### config.mk
export PLATFORM = sky130hd
export DESIGN_NAME = axi4_ar_sender_mq
export DESIGN_NICKNAME = d
export VERILOG_FILES = /design/src/rtl/axi4_ar_sender_mq.sv
export SDC_FILE = /design/constraint.sdc
export NUM_CORES = 1
export LEC_CHECK = 0
export CAP_MARGIN = 20
export CORE_ASPECT_RATIO = 1.75
export CORE_MARGIN = 3
export CORE_UTILIZATION = 30
export DETAILED_ROUTE_END_ITERATION = 12
export MAX_ROUTING_LAYER = met4
export PLACE_DENSITY = 0.61
export SYNTH_ARGS = -nofsm -noshare
export SYNTH_HDL_FRONTEND = slang
export SYNTH_SLANG_ARGS = --single-unit
export TNS_END_PERCENT = 100
### constraint.sdc
create_clock -name axi4_aclk -period 3.2 [get_ports axi4_aclk]
set_clock_uncertainty 0.2 [all_clocks]
set_input_delay 0.64 -clock axi4_aclk [delete_from_list [all_inputs] [get_ports axi4_aclk]]
set_output_delay 0.64 -clock axi4_aclk [all_outputs]
set_load 0.01 [all_outputs]
### src/rtl/axi4_ar_sender_mq.sv
// AR-channel sender for the RAB read path: forwards L1 hits, drops rejects and queues L1 misses
// in an L2_DEPTH-entry FIFO that is re-issued on the master AR port once L2 translates the head.
module axi4_ar_sender_mq #(
  parameter int unsigned AXI_ADDR_WIDTH = 40,
  parameter int unsigned AXI_ID_WIDTH   = 4,
  parameter int unsigned AXI_USER_WIDTH = 4,
  parameter int unsigned L2_DEPTH       = 4,
  localparam int unsigned CNT_W         = $clog2(L2_DEPTH + 1)
) (
  input  logic                      axi4_aclk,
  input  logic                      axi4_arstn,

  input  logic                      l1_accept_i,
  input  logic                      l1_drop_i,
  input  logic                      l1_save_i,
  output logic                      l1_done_o,

  input  logic                      l2_accept_i,
  input  logic                      l2_drop_i,
  output logic                      l2_done_o,
  output logic                      l2_sending_o,
  output logic                      l2_pending_o,
  output logic                      l2_full_o,
  output logic [CNT_W-1:0]          l2_count_o,
  output logic                      l2_err_o,

  input  logic [AXI_ADDR_WIDTH-1:0] l1_araddr_i,
  input  logic [AXI_ADDR_WIDTH-1:0] l2_araddr_i,

  input  logic [AXI_ID_WIDTH-1:0]   s_axi4_arid,
  input  logic                      s_axi4_arvalid,
  output logic                      s_axi4_arready,
  input  logic [7:0]                s_axi4_arlen,
  input  logic [2:0]                s_axi4_arsize,
  input  logic [1:0]                s_axi4_arburst,
  input  logic                      s_axi4_arlock,
  input  logic [2:0]                s_axi4_arprot,
  input  logic [3:0]                s_axi4_arcache,
  input  logic [3:0]                s_axi4_arregion,
  input  logic [3:0]                s_axi4_arqos,
  input  logic [AXI_USER_WIDTH-1:0] s_axi4_aruser,

  output logic [AXI_ID_WIDTH-1:0]   m_axi4_arid,
  output logic [AXI_ADDR_WIDTH-1:0] m_axi4_araddr,
  output logic                      m_axi4_arvalid,
  input  logic                      m_axi4_arready,
  output logic [7:0]                m_axi4_arlen,
  output logic [2:0]                m_axi4_arsize,
  output logic [1:0]                m_axi4_arburst,
  output logic                      m_axi4_arlock,
  output logic [2:0]                m_axi4_arprot,
  output logic [3:0]                m_axi4_arcache,
  output logic [3:0]                m_axi4_arregion,
  output logic [3:0]                m_axi4_arqos,
  output logic [AXI_USER_WIDTH-1:0] m_axi4_aruser
);

  localparam int unsigned PTR_W   = $clog2(L2_DEPTH);
  localparam int unsigned ENTRY_W = AXI_ID_WIDTH + 29 + AXI_USER_WIDTH;

  logic [ENTRY_W-1:0] entry_q [L2_DEPTH];
  logic [PTR_W-1:0]   wr_ptr_q, rd_ptr_q;
  logic [CNT_W-1:0]   count_q;
  logic               err_q;

  logic [ENTRY_W-1:0] s_entry, head;
  logic               save, l2_sent, pop;

  logic [AXI_ID_WIDTH-1:0]   h_id;
  logic [7:0]                h_len;
  logic [2:0]                h_size;
  logic [1:0]                h_burst;
  logic                      h_lock;
  logic [2:0]                h_prot;
  logic [3:0]                h_cache, h_region, h_qos;
  logic [AXI_USER_WIDTH-1:0] h_user;

  assign s_entry = {s_axi4_arid, s_axi4_arlen, s_axi4_arsize, s_axi4_arburst, s_axi4_arlock,
                    s_axi4_arprot, s_axi4_arcache, s_axi4_arregion, s_axi4_arqos, s_axi4_aruser};
  assign head    = entry_q[rd_ptr_q];
  assign {h_id, h_len, h_size, h_burst, h_lock, h_prot, h_cache, h_region, h_qos, h_user} = head;

  assign l2_pending_o = (count_q != '0);
  assign l2_full_o    = (count_q == CNT_W'(L2_DEPTH));
  assign l2_count_o   = count_q;
  assign l2_err_o     = err_q;

  // Drop wins over accept, so a double verdict never drives the master port.
  assign save         = l1_save_i & s_axi4_arvalid & ~l2_full_o;
  assign l2_sending_o = l2_accept_i & ~l2_drop_i & l2_pending_o;
  assign l2_sent      = l2_sending_o & m_axi4_arready;
  assign pop          = l2_sent | (l2_drop_i & l2_pending_o);
  assign l2_done_o    = pop;

  assign m_axi4_arvalid = (s_axi4_arvalid & l1_accept_i) | l2_sending_o;
  assign s_axi4_arready = (m_axi4_arvalid & m_axi4_arready & ~l2_sending_o) |
                          (s_axi4_arvalid & (l1_drop_i | save));
  assign l1_done_o      = s_axi4_arvalid & s_axi4_arready;

  always_comb begin
    m_axi4_araddr   = l1_araddr_i;
    m_axi4_arid     = s_axi4_arid;
    m_axi4_arlen    = s_axi4_arlen;
    m_axi4_arsize   = s_axi4_arsize;
    m_axi4_arburst  = s_axi4_arburst;
    m_axi4_arlock   = s_axi4_arlock;
    m_axi4_arprot   = s_axi4_arprot;
    m_axi4_arcache  = s_axi4_arcache;
    m_axi4_arregion = s_axi4_arregion;
    m_axi4_arqos    = s_axi4_arqos;
    m_axi4_aruser   = s_axi4_aruser;
    if (l2_sending_o) begin
      m_axi4_araddr   = l2_araddr_i;
      m_axi4_arid     = h_id;
      m_axi4_arlen    = h_len;
      m_axi4_arsize   = h_size;
      m_axi4_arburst  = h_burst;
      m_axi4_arlock   = h_lock;
      m_axi4_arprot   = h_prot;
      m_axi4_arcache  = h_cache;
      m_axi4_arregion = h_region;
      m_axi4_arqos    = h_qos;
      m_axi4_aruser   = h_user;
    end
  end

  always_ff @(posedge axi4_aclk or negedge axi4_arstn) begin
    if (!axi4_arstn) begin
      for (int i = 0; i < L2_DEPTH; i++) entry_q[i] <= '0;
      wr_ptr_q <= '0;
      rd_ptr_q <= '0;
      count_q  <= '0;
      err_q    <= 1'b0;
    end else begin
      if (save) begin
        entry_q[wr_ptr_q] <= s_entry;
        wr_ptr_q          <= wr_ptr_q + 1'b1;
      end
      if (pop) rd_ptr_q <= rd_ptr_q + 1'b1;
      if (save && !pop)      count_q <= count_q + 1'b1;
      else if (pop && !save) count_q <= count_q - 1'b1;
      if (((l2_drop_i | l2_accept_i) & ~l2_pending_o) | (l2_accept_i & l2_drop_i)) err_q <= 1'b1;
    end
  end

endmodule
==> impl_metrics.env <==
export IMPL_status="completed"
export IMPL_ir_drop_mv=0.381
export IMPL_ff2ff_setup_slack_ns=0.68
export IMPL_start_kind="primary input"
export IMPL_synthAdderAreaFrac_pct=1.04
export IMPL_gr_usage_met1_pct=16.4
export IMPL_synthDistinctLibCells=28
export IMPL_worst_slack_ns=0.0718
export IMPL_busiest_layer="met2"
export IMPL_io_buffers=213
export IMPL_synth_cells=491
export IMPL_power_leakage_nw=4.84
export IMPL_synth_warnings=0
export IMPL_worstHoldPathType="primary input to async pin"
export IMPL_crit_buf_inv=5
export IMPL_nets=866
export IMPL_path_max_fanout=13
export IMPL_setup_violations=0
export IMPL_worstMarginPinSlew_ns=0.653
export IMPL_cp_slowest_cell="clkdlybuf4s50_1"
export IMPL_drt_pass1_iter_count=4
export IMPL_path_clk_slew_ns=0.06
export IMPL_synth_compound_area_share_pct=0.680
export IMPL_max_slew_margin_pct=56.5
export IMPL_power_density_nw_per_um2=834
export IMPL_area_growth_pct=42.1
export IMPL_gr_usage_met2_pct=28.3
export IMPL_pwr_share_seq_pct=37.5
export IMPL_grt_max_degree=70
export IMPL_cts_sinks=156
export IMPL_synth_top_family_by_area="multiplexers"
export IMPL_postRouteAntennaNets=0
export IMPL_slew_viol_final=0
export IMPL_num_fill_cells=2381
export IMPL_p_switching_mw=2.82
export IMPL_rsz0062_at_grt="no"
export IMPL_p_int_mw=6.55
export IMPL_avgSynthCellArea_um2=16.1
export IMPL_ys_seq_elements=156
export IMPL_grt_pass1_wl_um=33200
export IMPL_mostFrequentLayoutCells="mux2_1, dfrtp_1, clkdlybuf4s50_1"
export IMPL_combPwrFrac_pct=41.3
export IMPL_endpoint_kind="output pin"
export IMPL_start_util_pct=30.5
export IMPL_post_dp_cell_area_um2=10600
export IMPL_via_per_inst=4.83
export IMPL_post_dp_hpwl_um=14700
export IMPL_crit_chain="clkdlybuf4s15_2 -> inv_2 -> nor3_4 -> buf_12 -> buf_16 -> mux2_1 -> clkdlybuf4s50_1"
export IMPL_fmax_mhz=320
export IMPL_crit_type="primary input to output pin"
export IMPL_synth_area_um2=7910
export IMPL_hold_viol=0
export IMPL_seq_area_frac_synth_pct=49.3
export IMPL_fin_crit_ns=3.13
export IMPL_layout_commonest_cell="mux2_1"
export IMPL_vias=5158
export IMPL_grt_overflow_total=0
export IMPL_gp_congestion=0.741
export IMPL_htree_levels=4
export IMPL_antenna_found_initial=1
export IMPL_synth_xor_area_share_pct=0.664
export IMPL_drive_above_1_share_pct=24.4
export IMPL_stdcell_area_um2=11200
export IMPL_cts_buffer_depth=2
export IMPL_post_place_ws_ns=-0.373
export IMPL_switching_share_pct=30.1
export IMPL_root_buffer="clkbuf_16"
export IMPL_cts_buffers=17
export IMPL_timing_max_cap_violations=0
export IMPL_cp_top_family="buffers and inverters"
export IMPL_grt_pass1_vias=6116
export IMPL_fin_crit_sh_pct=97.8
export IMPL_gr_usage_all_layers_pct=15.6
export IMPL_die_w_um=129
export IMPL_worst_hold_slack_ns=0.0161
export IMPL_die_h_um=221
export IMPL_ios=214
export IMPL_cts_hold_buffers_added=0
export IMPL_cp_required_ns=2.36
export IMPL_syn_num_nets=623
export IMPL_critPathArrivalTime_ns=2.29
export IMPL_cts_tree="built"
export IMPL_dieArea_um2=28400
export IMPL_placeableCoreArea_um2=26000
export IMPL_grt_util_met3_pct=3.50
export IMPL_power_frac_clock_pct=21.2
export IMPL_totalWireLength_um=21300
export IMPL_drt_iter0_drc=134
export IMPL_synthSimpleGateAreaFrac_pct=1.28
export IMPL_critPathMaxStageDelay_ns=0.48
export IMPL_rows=78
export IMPL_post_route_util_pct=43.3
export IMPL_drt_wirelength_per_cell_um=20.0
export IMPL_clk_latency_ns=0.42
export IMPL_remaining_drc_errors=0
export IMPL_synthMuxAreaShare_pct=44.3
worst reg2reg max path: stages (launching register included):
cell,delay [ns]
dfrtp_2,0.43
buf_4,0.14
or3b_4,0.44
and2_1,0.21
ha_1,0.22
inv_1,0.07
fa_1,0.41
mux2_2,0.27
synthesized netlist by cell type:
master | n | area share [%]
o21bai_1 | 1 | 0.095
fa_1 | 1 | 0.25
buf_1 | 2 | 0.095
ha_1 | 5 | 0.79
a21boi_0 | 2 | 0.19
mux2_4 | 30 | 5.7
nand3_2 | 3 | 0.38
dfrtp_1 | 156 | 49
and2_1 | 2 | 0.16
o311ai_0 | 1 | 0.11
nor2_1 | 3 | 0.14
mux2_1 | 188 | 27
inv_2 | 1 | 0.047
buf_6 | 4 | 0.57
nor3b_1 | 1 | 0.095
mux2_2 | 9 | 1.3
mux4_2 | 37 | 11
inv_1 | 6 | 0.28
a21o_1 | 1 | 0.095
nor3_2 | 2 | 0.25
xnor2_1 | 2 | 0.22
buf_2 | 9 | 0.57
buf_4 | 9 | 0.85
or3b_1 | 1 | 0.11
and3_4 | 1 | 0.14
clkbuf_1 | 7 | 0.33
xor2_1 | 4 | 0.44
a21oi_1 | 3 | 0.19
layer usage:
layer | wire [µm] | vias up
li1 | - | 2306
met1 | 7900 | 2685
met2 | 12000 | 142
met3 | 944 | 25
met4 | 476 | 0
met5 | 0 | -
final cells by class:
cell class              instances  area [µm²]  area share (%)
diodes                          1        2.50          0.0223
clock buffers                  21         460            4.09
clock inverters                10         116            1.03
inverters                       7        26.3           0.234
multi-input cells             297        3810            33.9
flip-flops and latches        156        3910            34.8
well taps                     320         400            3.56
repair buffers                255        2520            22.4
state kept, by name, summed over array words and instances, names as in the netlist:
signal,flops
entry_q,148
rd_ptr_q,2
wr_ptr_q,2
l2_count_o,3
l2_err_o,1
cell families (layout without fill, tap and decap cells):
| kind of cell | Yosys count | after routing |
|---|---|---|
| adders and majority gates | 6 | 6 |
| buffers and inverters | 38 | 293 |
| DFF | 156 | 156 |
| xor gates and xnor gates | 6 | 6 |
| muxes | 264 | 264 |
| other | 0 | 1 |
| and+or+nand+nor | 13 | 13 |
| AOI/OAI and AO/OA | 8 | 8 |
metrics by stage:
| step | TNS, ns | instances | power (mW) |
|---|---|---|---|
| CTS | -0.208 | 1065 | 9.55 |
| detailed placement | -24.57 | 1017 | 7.45 |
| finish | 0 | 1067 | 9.37 |
| global placement | -22.51 | 1017 | 7.20 |
| global route | 0 | 1067 | 9.95 |
| floorplan | 0 | 491 | 5.87 |
worst paths after layout:
path                                                 from                         to  cells past startpoint
worst max-delay path                          l2_accept_i          m_axi4_araddr[11]                      7
worst min-delay path                           axi4_arstn    entry_q[37]$_DFFE_PN0P_                      1
worst max register to register  l2_count_o[1]$_DFFE_PN0P_  l2_count_o[1]$_DFFE_PN0P_                      7
worst min register to register   entry_q[102]$_DFFE_PN0P_   entry_q[102]$_DFFE_PN0P_                      1
max in group asynchronous                      axi4_arstn    rd_ptr_q[1]$_DFFE_PN0P_                      2
min in group axi4_aclk           entry_q[102]$_DFFE_PN0P_   entry_q[102]$_DFFE_PN0P_                      1
power groups by stage:
stage	registers [mW]	logic [mW]	clock network, mW
after floorplan	3.33	2.54	0
after global placement	3.44	3.76	0
after detailed placement	3.57	3.88	0
after CTS	3.53	3.97	2.05
after global routing	3.64	4.18	2.14
final	3.52	3.87	1.98
what timing repair did:
action / in CTS / in global routing
gates cloned: 2 / 0
hold endpoints to repair: 0 / 0
setup endpoints to repair: 79 / 35
gates resized for setup: 99 / 39
pin swaps: 2 / 1
buffers inserted: 15 / 1
Power figures use the tool's default switching activity.
